$ cat config.mk
export PLATFORM = sky130hd
export DESIGN_NAME = prbs_descrambler_flat
export DESIGN_NICKNAME = d
export VERILOG_FILES = /design/src/rtl/prbs_descrambler_pkg.sv /design/src/rtl/prbs_descrambler_if.sv /design/src/rtl/prbs_descrambler_prbs7_keystream.sv /design/src/rtl/prbs_descrambler.sv /design/src/flat_wrapper.sv
export SDC_FILE = /design/constraint.sdc
export NUM_CORES = 1
export LEC_CHECK = 0
export ABC_AREA = 1
export BUFFER_PORTS_ARGS = -buffer_cell sky130_fd_sc_hd__buf_4
export CAP_MARGIN = 20
export CORE_MARGIN = 2
export CORE_UTILIZATION = 47
export CTS_CLUSTER_SIZE = 40
export DETAILED_ROUTE_END_ITERATION = 7
export MAX_ROUTING_LAYER = met4
export PLACE_DENSITY_LB_ADDON = 0.2
export SLEW_MARGIN = 20
export SYNTH_ARGS = -nofsm -noshare
export SYNTH_HDL_FRONTEND = slang
export SYNTH_SLANG_ARGS = --single-unit
$ cat constraint.sdc
create_clock -name clk -period 1.6 [get_ports clk]
set_input_delay 0.08 -clock clk [delete_from_list [all_inputs] [get_ports clk]]
set_output_delay 0.08 -clock clk [all_outputs]
set_load 0.01 [all_outputs]
$ cat src/rtl/prbs_descrambler_pkg.sv
// Shared definitions for the PRBS7 descrambler and its keystream generator.
// The transmit scrambler imports the same package so both ends agree on taps and seed.
package prbs_descrambler_pkg;

  typedef enum logic {
    IDLE   = 1'b0,
    ACTIVE = 1'b1
  } state_e;

  localparam int PRBS_TAP_HI = 6;
  localparam int PRBS_TAP_LO = 5;

  localparam logic [6:0] DEFAULT_SEED = 7'h7F;

  typedef struct packed {
    logic sof;
    logic eof;
  } frame_marker_t;

  function automatic logic prbs7_feedback(input logic [6:0] state);
    return state[PRBS_TAP_HI] ^ state[PRBS_TAP_LO];
  endfunction

endpackage

$ cat src/rtl/prbs_descrambler_if.sv
// Byte stream with valid/ready handshake and frame markers.
// The producer side uses the master modport, the consumer side uses the slave modport.
interface prbs_descrambler_if;

  logic       valid;
  logic       ready;
  logic [7:0] data;
  logic       sof;
  logic       eof;

  modport master (
    output valid,
    output data,
    output sof,
    output eof,
    input  ready
  );

  modport slave (
    input  valid,
    input  data,
    input  sof,
    input  eof,
    output ready
  );

endinterface

$ cat src/rtl/prbs_descrambler_prbs7_keystream.sv
// Combinational PRBS7 keystream: one key byte (LSB generated first) and the LFSR state after it.
// Shared with the transmit scrambler, so it has no clock and no framing knowledge.
module prbs7_keystream
  import prbs_descrambler_pkg::*;
(
  input  logic [6:0] i_state,
  output logic [7:0] o_key,
  output logic [6:0] o_next_state
);

  // Unroll eight LFSR steps; each step's feedback bit is also the key bit.
  always_comb begin
    logic [6:0] v_state;
    logic [7:0] v_key;
    logic       v_bit;
    v_state = i_state;
    v_key   = 8'h00;
    v_bit   = 1'b0;
    for (int i = 0; i < 8; i++) begin
      v_bit    = prbs7_feedback(v_state);
      v_key[i] = v_bit;
      v_state  = {v_state[5:0], v_bit};
    end
    o_key        = v_key;
    o_next_state = v_state;
  end

endmodule

$ cat src/rtl/prbs_descrambler.sv
// Byte-wide additive PRBS7 descrambler with a single no-bubble output register,
// framing-error detection and a last-completed-frame length report.
module prbs_descrambler
  import prbs_descrambler_pkg::*;
#(
  parameter logic [6:0] SEED      = DEFAULT_SEED,
  parameter int         LEN_WIDTH = 16
) (
  input  logic                 clk,
  input  logic                 rst_n,
  prbs_descrambler_if.slave    in_if,
  prbs_descrambler_if.master   out_if,
  input  logic                 i_err_clr,
  output logic [LEN_WIDTH-1:0] o_frame_len,
  output logic                 o_err
);

  localparam logic [LEN_WIDTH-1:0] LEN_ONE = {{(LEN_WIDTH-1){1'b0}}, 1'b1};

  logic                 w_xfer;
  logic                 w_drop;
  logic                 w_accept;
  logic                 w_restart;
  logic                 w_err_set;
  logic [6:0]           w_key_state;
  logic [6:0]           w_next_lfsr;
  logic [7:0]           w_key;
  logic [LEN_WIDTH-1:0] w_len_next;

  state_e               r_state;
  logic [6:0]           r_lfsr;
  logic                 r_out_valid;
  logic [7:0]           r_out_data;
  frame_marker_t        r_out_mark;
  logic [LEN_WIDTH-1:0] r_len_cnt;
  logic [LEN_WIDTH-1:0] r_frame_len;
  logic                 r_err;

  // The output register can take a new byte whenever it is empty or being drained.
  assign in_if.ready = !r_out_valid || out_if.ready;
  assign w_xfer      = in_if.valid && in_if.ready;
  assign w_drop      = w_xfer && (r_state == IDLE) && !in_if.sof;
  assign w_accept    = w_xfer && !w_drop;
  assign w_restart   = w_accept && (r_state == ACTIVE) && in_if.sof;
  assign w_err_set   = w_drop || w_restart;
  assign w_key_state = in_if.sof ? SEED : r_lfsr;

  prbs7_keystream u_keystream (
    .i_state      (w_key_state),
    .o_key        (w_key),
    .o_next_state (w_next_lfsr)
  );

  // Next frame length: restart at one on Sof, otherwise count up and stick at all-ones.
  always_comb begin
    w_len_next = r_len_cnt;
    if (in_if.sof) begin
      w_len_next = LEN_ONE;
    end else if (&r_len_cnt) begin
      w_len_next = r_len_cnt;
    end else begin
      w_len_next = r_len_cnt + LEN_ONE;
    end
  end

  // Frame FSM, keystream state and the output register advance together on accepted bytes.
  always_ff @(posedge clk or negedge rst_n) begin
    if (!rst_n) begin
      r_state     <= IDLE;
      r_lfsr      <= SEED;
      r_out_valid <= 1'b0;
      r_out_data  <= 8'h00;
      r_out_mark  <= '{sof: 1'b0, eof: 1'b0};
    end else begin
      if (w_accept) begin
        case (r_state)
          IDLE:    r_state <= in_if.eof ? IDLE : ACTIVE;
          ACTIVE:  r_state <= in_if.eof ? IDLE : ACTIVE;
          default: r_state <= IDLE;
        endcase
        r_lfsr      <= w_next_lfsr;
        r_out_valid <= 1'b1;
        r_out_data  <= in_if.data ^ w_key;
        r_out_mark  <= '{sof: in_if.sof, eof: in_if.eof};
      end else if (out_if.ready) begin
        r_out_valid <= 1'b0;
      end
    end
  end

  // Length bookkeeping and the sticky error flag; a new error beats a same-cycle clear.
  always_ff @(posedge clk or negedge rst_n) begin
    if (!rst_n) begin
      r_len_cnt   <= {LEN_WIDTH{1'b0}};
      r_frame_len <= {LEN_WIDTH{1'b0}};
      r_err       <= 1'b0;
    end else begin
      if (w_accept) begin
        r_len_cnt <= w_len_next;
        if (in_if.eof) begin
          r_frame_len <= w_len_next;
        end
      end
      if (w_err_set) begin
        r_err <= 1'b1;
      end else if (i_err_clr) begin
        r_err <= 1'b0;
      end
    end
  end

  assign out_if.valid = r_out_valid;
  assign out_if.data  = r_out_data;
  assign out_if.sof   = r_out_mark.sof;
  assign out_if.eof   = r_out_mark.eof;
  assign o_frame_len  = r_frame_len;
  assign o_err        = r_err;

endmodule

$ cat src/flat_wrapper.sv
// flat-port wrapper written by rule: the top's interface ports become plain ports
module prbs_descrambler_flat import prbs_descrambler_pkg::*;
#(
  parameter logic [6:0] SEED      = DEFAULT_SEED,
  parameter int         LEN_WIDTH = 16
)
  (clk, rst_n, i_err_clr, o_frame_len, o_err, in_if_valid, in_if_data, in_if_sof, in_if_eof, in_if_ready, out_if_valid, out_if_data, out_if_sof, out_if_eof, out_if_ready);
  prbs_descrambler_if in_if_i ();
  prbs_descrambler_if out_if_i ();
  input  logic clk;
  input  logic rst_n;
  input  logic i_err_clr;
  output logic [LEN_WIDTH-1:0] o_frame_len;
  output logic o_err;
  input wire logic [$bits(in_if_i.valid)-1:0] in_if_valid;
  input wire logic [$bits(in_if_i.data)-1:0] in_if_data;
  input wire logic [$bits(in_if_i.sof)-1:0] in_if_sof;
  input wire logic [$bits(in_if_i.eof)-1:0] in_if_eof;
  output wire logic [$bits(in_if_i.ready)-1:0] in_if_ready;
  output wire logic [$bits(out_if_i.valid)-1:0] out_if_valid;
  output wire logic [$bits(out_if_i.data)-1:0] out_if_data;
  output wire logic [$bits(out_if_i.sof)-1:0] out_if_sof;
  output wire logic [$bits(out_if_i.eof)-1:0] out_if_eof;
  input wire logic [$bits(out_if_i.ready)-1:0] out_if_ready;
  assign in_if_i.valid = in_if_valid;
  assign in_if_i.data = in_if_data;
  assign in_if_i.sof = in_if_sof;
  assign in_if_i.eof = in_if_eof;
  assign in_if_ready = in_if_i.ready;
  assign out_if_valid = out_if_i.valid;
  assign out_if_data = out_if_i.data;
  assign out_if_sof = out_if_i.sof;
  assign out_if_eof = out_if_i.eof;
  assign out_if_i.ready = out_if_ready;
  prbs_descrambler #(.SEED(SEED), .LEN_WIDTH(LEN_WIDTH)) u_core (.clk(clk), .rst_n(rst_n), .in_if(in_if_i), .out_if(out_if_i), .i_err_clr(i_err_clr), .o_frame_len(o_frame_len), .o_err(o_err));
endmodule
Yosys cells after proc, flatten, opt, wreduce, memory -nomap -nowiden --
Cells that the tools add are included.
Storage, ports and cells: register bits 52, bits of input ports 15, output and inout bits 29, word-level logic and storage cells 43
Cells by class: $add $sub $neg 1, mux-type cells 8, bitwise gates (word level) 10, reduce and logical (&&, ||, !) cells 15
Operators by type and width (count):
- 16-bit 2-to-1 mux | 2
- 16-bit by 1-bit adder with 16-bit output, second input constant | 1
- 16-bit AND reduction | 1
- 1-bit XOR | 8
- 8-bit XOR | 1
- 7-bit 2-to-1 mux | 1
- 1-bit logical AND | 6
- 1-bit 2-to-1 mux | 5
- 2-bit nonzero test | 2
- 1-bit zero test | 3
- 1-bit logical OR | 2
- 2-bit AND reduction | 1
- 1-bit NOT | 1

Longest topological paths before layout --
Gate-level depths: netlist (run 1).
depth in word-level cells 11, gate-level depth with buffers 9, depth with buffers taken out 9

Cells and area by module --
From an unflattened synthesis (run 1), not the netlist that was laid out.
Second synthesis, totals: cell total of the unflattened synthesis 369, area total of the unflattened synthesis 2890.3 um2
By module, submodules not included:
- prbs_descrambler | instances 1, cells each 336, area an instance 2715.1 um2, seq. area each 1310.0 um2
- prbs7_keystream | instances 1, cells each 33, area an instance 175.2 um2, seq. area each 0.0 um2

Least setup slack after synthesis (run 1) --
No wires, ideal clock.
path type register to register, start point register u_core.r_len_cnt[0], end point register u_core.r_len_cnt[6], setup time 125 ps, arrival 1270 ps, required time 1475 ps, slack 206 ps, stages on the path, launching flop included 9, buffers on the path 1, period minus slack after synthesis 1394 ps, cell sequence dfrtp_1 > ha_1 > nand3_1 > inv_2 > nand4_4 > buf_6 > nand2_1 > nand3_1 > o21ai_2
On the way: cells in the longest elaborated chain, start to end 3, elaborated cells between the ends (all ways) 4, classes of those cells add/sub (1); mux (2); reduce/logical (1)
RTL lines:
- from (decl) | RTL line prbs_descrambler.sv:35 | logic [LEN_WIDTH-1:0] r_len_cnt;
- from (signal assigned) | RTL line prbs_descrambler.sv:94 | r_len_cnt <= {LEN_WIDTH{1'b0}};
- from (signal assigned) | RTL line prbs_descrambler.sv:99 | r_len_cnt <= w_len_next;
- 16-bit by 1-bit adder with 16-bit output or 16-bit AND reduction (tied branches) | RTL line prbs_descrambler.sv:62, prbs_descrambler.sv:59
- 16-bit 2-to-1 mux * | RTL line prbs_descrambler.sv:59 | end else if (&r_len_cnt) begin
- 16-bit 2-to-1 mux * | RTL line prbs_descrambler.sv:57 | if (in_if.sof) begin
Mark *: on every way between the ends. The rest lies on a longest branch, timed or not. A chain may end at the register's enable or synchronous reset.

Worst setup path in the final report (run 1) --
Ends and elaborated chain as after synthesis.

==> results of run 1 <==
[cell usage after synthesis (all sizes together)]
| cell type | n | share of area (%) |
|---|---|---|
| nand2 | 133 | 18 |
| nand3 | 52 | 11 |
| dfrtp | 45 | 40 |
| inv | 33 | 4.4 |
| o21ai | 26 | 4.9 |
| nor2 | 24 | 3.9 |
| buf | 13 | 2.8 |
| dfstp | 7 | 6.6 |
| a21oi | 6 | 1.1 |
| xor2 | 6 | 1.9 |
| xnor2 | 4 | 1.3 |
| nand4 | 3 | 1.2 |
| nand3b | 2 | 0.54 |
| or2 | 2 | 0.45 |
| clkbuf | 1 | 0.13 |
| ha | 1 | 0.45 |
| o211ai | 1 | 0.76 |
| o22ai | 1 | 0.22 |
[worst max path at each step]
stage	startpoint	endpoint	slack (ns)	depth (start not counted)
detailed placement	u_core.r_len_cnt[0]	u_core.r_len_cnt[0]	0.009	8
global placement	u_core.r_len_cnt[0]	u_core.r_len_cnt[0]	0.08	8
finish	u_core.r_len_cnt[0]	u_core.r_len_cnt[6]	0.13	8
CTS	u_core.r_len_cnt[0]	u_core.r_len_cnt[0]	0.004	8
floorplan	u_core.r_len_cnt[0]	u_core.r_len_cnt[6]	0.21	8
global route	u_core.r_len_cnt[0]	u_core.o_frame_len[6]	-0.002	8
[registers in the layout, indices dropped and copies added (netlist names), 7 cells and up]
register	count
u_core.r_lfsr	7
u_core.o_frame_len	16
u_core.out_if.data	8
u_core.r_len_cnt	16
[final cells by class]
cell class,instances,share of cell area (%)
clock inverters,1,0.150
flip-flops and latches,52,39.2
multi-input cells,261,38.4
clock buffers,7,2.28
well taps,75,2.81
repair buffers,59,13.5
inverters,33,3.71
[worst max-delay path, delay by kind of cell (launching register included)]
kind,cells,cell delay [ns]
adder cells (fa/ha/maj),1,0.21
buffers and inverters,2,0.33
AND/OR/NAND/NOR,4,0.45
AO/OA/AOI/OAI,1,0.07
flip-flops,1,0.37
[timing repair]
item	4_1_cts	5_1_grt
endpoints found under the setup margin	0	31
buffers inserted	0	4
hold buffers	3	0
gates resized for setup	0	6
hold endpoints to repair	47	0
[power breakdown]
| part | switching (mW) | internal (mW) |
|---|---|---|
| logic | 0.712 | 0.557 |
| registers | 0.174 | 1.65 |
| clock network | 0.402 | 0.308 |
| total | 1.29 | 2.52 |
[cells by family (layout without fill, tap and decap cells)]
logic type,after synthesis,after routing
flops,52,52
compound gates,34,34
buf+inv,47,100
simple gates,216,216
xor+xnor,10,10
fa+ha+maj,1,1
[per-stage QoR]
| stage | utilization, % | setup WS [ns] | cell area, um2 |
|---|---|---|---|
| floorplan | - | 0.206 | 2790 |
| global placement | 54.8 | 0.0844 | 3190 |
| detailed placement | 54.8 | 0.00917 | 3190 |
| CTS | 56.8 | 0.00382 | 3300 |
| global route | 57.5 | -0.00175 | 3340 |
| finish | 57.5 | 0.126 | 3340 |
[layer usage]
metal	wire length [um]	share of wire, %	up-vias
met2	2780	46	56
met3	306	5.1	7
met4	58	0.96	0
met1	2890	48	1113
met5	0	0	-
li1	-	-	1248
==> results.yml, run 1 <==
global_route:
  grtUsageMet3_pct: 3.89
  grt_overflow_total: 0
  grt_max_degree: 53
  grt_pass1_vias: 2328
  met2_usage_pct: 32.7
  grt_pass1_wl_um: 10600
  antenna_found_initial: 0
  use_met1_pct: 29.2
  busiest_layer: "met2"
  track_usage_pct: 21.3
clocking:
  clock-sinks: 52
  clk_path_buf_depth: 2
  insertion_delay_ns: 0.30
  htreeDepth: 2
  cts_tree: "yes"
  root_buffer: "clkbuf_8"
  clk_pin_slew_ns: 0.09
  cts_buffers: 5
logic_synthesis:
  synthMuxAreaShare_pct: 0
  ys_seq_elements: 52
  synth_compound_area_share_pct: 7.00
  synth.distinct_cells: 30
  synth-simple-area-share_pct: 35.0
  syn_inst: 360
  yosysWarnings: 0
  syn_avg_cell_area_um2: 7.74
  synth_xor_area_share_pct: 3.14
  synth_area_um2: 2790
  synth_fp_nets: 376
  synth_fa_ha_area_share_pct: 0.449
  yosysSeqAreaShare_pct: 47.0
  synth_top_family_by_area: "simple AND/OR/NAND/NOR gates"
critical_path:
  rr_startpoint: "u_core.r_len_cnt[0]"
  worstPathMaxFanout: 8
  cp-start-kind: "flop"
  r2r_slack_ns: 0.13
  worstSetupPathType: "reg2reg"
  worst-endpoint-required_ns: 1.84
  worstRegToRegCells: 8
  cpPeakStageDelay_ns: 0.37
  slowest_stage: "dfrtp_1"
  cp-end-kind: "flop"
  crit_chain: "ha_1 -> nand3_2 -> inv_2 -> nand4_4 -> buf_4 -> nand2_1 -> nand3_1 -> o21ai_2"
  critPathArrivalTime_ns: 1.71
  r2r-end: "u_core.r_len_cnt[6]"
layout:
  final_cell_mix: "nand2_1, buf_4, dfrtp_1"
  fill_cells: 598
  layout.nets: 428
  layout-drive-gt1-share_pct: 23.2
  regArea_um2: 1310
  fin_cells: 488
  diodes: 0
  area_growth_pct: 19.9
  multi_input_area_um2: 1280
  final_common_cell: "nand2_1"
floorplanning:
  dieWidth_um: 81.0
  rows: 28
  design.core.area_um2: 5820
  fp.dieH_um: 81.0
  io_pins: 44
  dieArea_um2: 6560
  initial_utilization_pct: 47.9
routing:
  routedWlPerCell_um: 12.4
  vias: 2424
  ant_nets: 0
  drc_errors: 0
  drt_iter0_markers: 150
  viasPerCell: 4.97
  drtPass1Iterations: 4
  routed_wl_um: 6040
place:
  gp_congestion: 0.879
  io_buffers: 43
  dp_cells: 473
  dp_hpwl_um: 4190
min_path:
  hp-start: "in_if_data[6]"
  worstHoldPathType: "in2reg"
  whs_endpoint: "u_core.out_if.data[6]"
  hold_depth: 3
run:
  maxCapViolCount: 0
sta:
  worst-slew-pin-transition_ns: 0.648
  timing.hold.ws_ns: 0.0399
  setup_viol: 0
  period_minus_slack_ns: 1.47
  relSlewSlack_pct: 56.8
  clock_skew_ns: 0.00887
  slew_violations: 0
  hold_violations: 0
  period_share_pct: 92.1
  fin_tns_setup_ns: 0
  max_freq_mhz: 678
run_status:
  status: "finished clean"
power_and_ir_drop:
  design_power_total_mw: 3.80
  p_leak_nw: 1.77
  power.density_nw_per_um2: 1140
  ir_drop_mv: 0.576
(Power assumes the default switching activity.)
==> run 2, diff against run 1 <==
CORE_MARGIN = 4   (was 2)
MAX_ROUTING_LAYER = default   (was met4)
SETUP_SLACK_MARGIN = 0.5   (was default)
==> results.yml, run 2 (same netlist as run 1, synthesis figures left out) <==
routing:
  vias: 2751
  drc_errors: 0
  routedWlPerCell_um: 16.0
  routed_wl_um: 8240
  viasPerCell: 5.33
  drtPass1Iterations: 4
  ant_nets: 0
  drt_iter0_markers: 179
critical_path:
  rr_startpoint: "u_core.r_len_cnt[15]"
  r2r-end: "u_core.o_frame_len[6]"
  cp-start-kind: "flop"
  worst-endpoint-required_ns: 1.85
  worstRegToRegCells: 7
  crit_buf_inv: 1
  critPathArrivalTime_ns: 1.73
  slowest_stage: "dfrtp_1"
  critPathTopFamily: "simple AND/OR/NAND/NOR gates"
  worstPathMaxFanout: 8
  r2r_slack_ns: 0.12
  worstSetupPathType: "reg2reg"
  setup.worst_path.start: "u_core.r_len_cnt[15]"
  cp-end-kind: "flop"
  cp_common_cell: "nand3_1"
  cpPeakStageDelay_ns: 0.43
  crit_chain: "nand3_1 -> nor2_4 -> nand4_4 -> buf_8 -> nand2_2 -> nand3_1 -> nand2_1"
power_and_ir_drop:
  p_int_mw: 3.23
  ir_drop_mv: 0.713
  p_leak_nw: 2.10
  clkPwrFrac_pct: 17.8
  switching_share_pct: 36.3
  p_seq_share_pct: 37.6
  power.density_nw_per_um2: 1220
  p_comb_share_pct: 44.6
  power.switching_mw: 1.84
sta:
  setup_viol: 0
  period_minus_slack_ns: 1.48
  relSlewSlack_pct: 56.1
  rsz0062_at_grt: "yes"
  max_freq_mhz: 678
  worst-slew-pin-transition_ns: 0.659
  fin_ws_ns: 0.125
  fin_tns_setup_ns: 0
  hold_violations: 0
  slew_violations: 0
  period_share_pct: 92.2
  clock_skew_ns: 0.00257
layout:
  final_common_cell: "nand2_1"
  area_growth_pct: 49.6
  layout.nets: 459
  diodes: 0
  final_cell_mix: "nand2_1, buf_4, dfrtp_1"
  layout-drive-gt1-share_pct: 45.9
clocking:
  cts_tree: "yes"
  clk_pin_slew_ns: 0.09
  root_buffer: "clkbuf_8"
  cts_buffers: 5
  htreeDepth: 2
  clk_path_buf_depth: 2
  insertion_delay_ns: 0.31
  clock-sinks: 52
run:
  maxCapViolCount: 0
min_path:
  hold_depth: 3
  worstHoldPathType: "in2reg"
  whs_endpoint: "u_core.out_if.data[1]"
  hp-start: "in_if_data[1]"
floorplanning:
  dieArea_um2: 7230
  fp.dieH_um: 85.0
  initial_utilization_pct: 49.4
  io_pins: 44
  rows: 27
  dieWidth_um: 85.0
  design.core.area_um2: 5640
place:
  io_buffers: 43
  dp_slack_ns: 0.0293
  gp_congestion: 0.876
  dp_hpwl_um: 4420
global_route:
  grt_pass1_vias: 2649
  track_usage_pct: 21.6
  antenna_found_initial: 0
  grt_pass1_wl_um: 12800
  grt_max_degree: 53
  grt_overflow_total: 0
run_status:
  status: "finished clean"
==> run 2: metal layers <==
layer | vias to the layer above | wire length (um) | GRT usage, %
li1 | 1315 | - | -
met1 | 1316 | 3280 | 28.0
met2 | 96 | 4210 | 36.7
met3 | 24 | 506 | 3.88
met4 | 0 | 236 | 6.47
met5 | - | 0 | 0
==> run 2: how the worst max path moves through the flow <==
stage | end | slack [ns] | cells after the start
floorplan | u_core.r_len_cnt[10] | 0.28 | 8
global placement | u_core.o_frame_len[15] | 0.11 | 8
detailed placement | u_core.o_frame_len[2] | 0.03 | 8
CTS | u_core.r_len_cnt[5] | 0.18 | 8
global route | u_core.r_len_cnt[5] | 0.06 | 7
finish | u_core.o_frame_len[6] | 0.12 | 7
==> run 2: final cells by class <==
cell class / instances / area (um2)
Timing Repair inverter: 3 / 45.0
Fill cell: 395 / 1470
Tap cell: 72 / 90.1
Clock buffer: 7 / 76.3
Clock inverter: 1 / 30.0
Multi-Input combinational cell: 261 / 1640
Timing Repair Buffer: 87 / 821
Sequential cell: 52 / 1320
Inverter: 33 / 153
==> run 2: worst min-delay path, cell delays in order <==
cell,delay [ns]
buf_4,0.08
xnor2_1,0.10
o21ai_1,0.05
==> run 2: power by group through the flow <==
stage | Clock, mW | Sequential (mW) | Combinational, mW
after detailed placement | 0 | 1.87 | 1.31
final | 0.902 | 1.91 | 2.26
after global placement | 0 | 1.86 | 1.27
after floorplan | 0 | 1.93 | 0.770
after CTS | 0.910 | 1.87 | 1.90
after global routing | 0.986 | 1.95 | 2.45
==> run 2: metrics by stage <==
step | cell area, um2 | hold slack, ns | power [mW] | cells | utilization [%]
2_1_floorplan | 2860 | -0.216 | 2.70 | 360 | -
3_3_place_gp | 3220 | 0.163 | 3.14 | 468 | 57.1
3_5_place_dp | 3220 | 0.163 | 3.18 | 468 | 57.1
4_1_cts | 3850 | 0.0374 | 4.68 | 504 | 68.2
5_1_grt | 4170 | 0.0321 | 5.39 | 516 | 73.9
6_report | 4170 | 0.0316 | 5.07 | 516 | 73.9
==> run 2: repair_timing <==
item	in CTS	in global routing
endpoints found under the hold margin	47	0
gates resized for setup	73	58
buffers inserted	20	11
pin swaps	24	26
gates cloned	5	1
hold buffers	3	0
endpoints found under the setup margin	51	51
==> run 3, diff against run 2 <==
BUFFER_PORTS_ARGS = -buffer_cell sky130_fd_sc_hd__clkbuf_2   (was -buffer_cell sky130_fd_sc_hd__buf_4)
CTS_CLUSTER_DIAMETER = 200   (was default)
==> results.yml, run 3 (same netlist as run 1, synthesis figures left out) <==
power_and_ir_drop:
  p_leak_nw: 2.10
  p_comb_share_pct: 42.1
  switching_share_pct: 37.5
  p_int_mw: 2.87
  power.density_nw_per_um2: 1130
  clkPwrFrac_pct: 17.2
  power.switching_mw: 1.72
  ir_drop_mv: 0.772
  design_power_total_mw: 4.59
  p_seq_share_pct: 40.7
critical_path:
  worstPathMaxFanout: 7
  r2r_slack_ns: 0.16
  endpoint: "u_core.o_frame_len[15]"
  worstSetupPathType: "reg2reg"
  slowest_stage: "dfrtp_1"
  crit_chain: "ha_4 -> nand3_4 -> inv_4 -> nand4_4 -> buf_12 -> nand3_2 -> nand3_1 -> nand2_1"
  crit_buf_inv: 2
  cp-end-kind: "flop"
  cp.depth: 8
  r2r-end: "u_core.o_frame_len[15]"
  worstRegToRegCells: 8
  critPathTopFamily: "simple AND/OR/NAND/NOR gates"
  critPathArrivalTime_ns: 1.69
  worst-endpoint-required_ns: 1.85
  cpPeakStageDelay_ns: 0.42
  rr_startpoint: "u_core.r_len_cnt[0]"
  setup.worst_path.start: "u_core.r_len_cnt[0]"
  cp-start-kind: "flop"
clocking:
  clk_pin_slew_ns: 0.09
  cts_tree: "yes"
  cts_buffers: 5
  htreeDepth: 2
  clk_path_buf_depth: 2
  insertion_delay_ns: 0.31
  root_buffer: "clkbuf_8"
  clock-sinks: 52
sta:
  fin_tns_setup_ns: 0
  hold_violations: 0
  period_minus_slack_ns: 1.44
  rsz0062_at_grt: "yes"
  period_share_pct: 90.3
  clock_skew_ns: 0.0129
  max_freq_mhz: 692
  worst-slew-pin-transition_ns: 0.322
  setup_viol: 0
  relSlewSlack_pct: 78.5
  slew_violations: 0
floorplanning:
  io_pins: 44
  dieWidth_um: 85.0
  dieArea_um2: 7230
  fp.dieH_um: 85.0
  initial_utilization_pct: 49.4
  design.core.area_um2: 5640
  rows: 27
routing:
  routedWlPerCell_um: 15.4
  vias: 2764
  ant_nets: 0
  drc_errors: 0
  routed_wl_um: 8070
  viasPerCell: 5.28
  drtPass1Iterations: 4
  drt_iter0_markers: 185
min_path:
  worstHoldPathType: "in2reg"
global_route:
  grt_pass1_wl_um: 12900
  grt_max_degree: 53
  grt_overflow_total: 0
  grt_pass1_vias: 2748
  antenna_found_initial: 0
  track_usage_pct: 22.3
layout:
  fill_cells: 416
  final_cell_mix: "nand2_1, dfrtp_1, clkbuf_2"
  regArea_um2: 1310
  diodes: 0
  area_growth_pct: 45.4
  layout-drive-gt1-share_pct: 42.1
  final_common_cell: "nand2_1"
  multi_input_area_um2: 1590
  design_area_um2: 4050
  layout.nets: 466
place:
  gp_congestion: 0.887
  dp_hpwl_um: 4500
  dpl_cell_area_um2: 3200
  io_buffers: 43
run_status:
  status: "finished clean"
run:
  maxCapViolCount: 0
run 3: cell count changes in the layout (fill, tap and decap cells not counted), sizes merged:
cell,before,now
clkbuf,8,51
buf,83,45
inv,36,38
bufinv,1,0
clkinvlp,0,1
run 3: repair_timing:
item | CTS | global route
resized for setup | 61 | 46
endpoints found under the setup margin | 51 | 52
hold endpoints to repair | 47 | 0
cloned | 8 | 1
hold buffers | 3 | 0
buffers inserted | 18 | 9
pin swaps | 15 | 18
run 3: power groups by stage:
| stage | Combinational (mW) | Sequential, mW | Clock (mW) |
|---|---|---|---|
| 3_3_place_gp | 1.22 | 1.85 | 0 |
| 6_report | 1.93 | 1.87 | 0.791 |
| 2_1_floorplan | 0.770 | 1.93 | 0 |
| 5_1_grt | 2.11 | 1.91 | 0.883 |
| 4_1_cts | 1.71 | 1.84 | 0.815 |
| 3_5_place_dp | 1.24 | 1.85 | 0 |
run 3: worst min-delay path by stage:
stage                              from                    end  slack [ns]  depth (start not counted)
after floorplan                   rst_n           u_core.o_err       -0.22                          0
after global placement            rst_n  u_core.out_if.data[7]        0.10                          2
after detailed placement          rst_n  u_core.out_if.data[7]        0.10                          2
after CTS                 in_if_data[4]  u_core.out_if.data[4]        0.03                          4
after global routing      in_if_data[2]  u_core.out_if.data[2]        0.04                          4
final                     in_if_data[3]  u_core.out_if.data[3]        0.04                          4
run 3: per-layer routing:
layer	global-route usage (%)	wire length [um]	vias up
met5	0	0	-
met4	8.63	242	0
met3	3.88	432	20
met2	36.9	4000	80
met1	28.9	3400	1334
li1	-	-	1330
run 3: tightest hold or removal path, cell delays in order:
cell and delay [ns]:
clkbuf_2 0.08, xor2_1 0.06, nand2_1 0.05, nand2_1 0.04
run 3: stage by stage:
stage | setup slack, ns | cells | util (%) | hold WS, ns
floorplan | 0.281 | 360 | - | -0.216
global placement | 0.187 | 476 | 56.7 | 0.104
detailed placement | 0.145 | 476 | 56.7 | 0.101
CTS | 0.173 | 513 | 67.0 | 0.0336
global route | 0.0660 | 523 | 71.8 | 0.0412
finish | 0.155 | 523 | 71.8 | 0.0354
run 3: cell type report:
cell class	count	area share [%]
Clock inverter	1	0.185
Timing Repair Buffer	92	18.8
Multi-Input combinational cell	261	39.1
Tap cell	72	2.22
Timing Repair inverter	5	1.67
Clock buffer	7	2.13
Sequential cell	52	32.4
Inverter	33	3.55
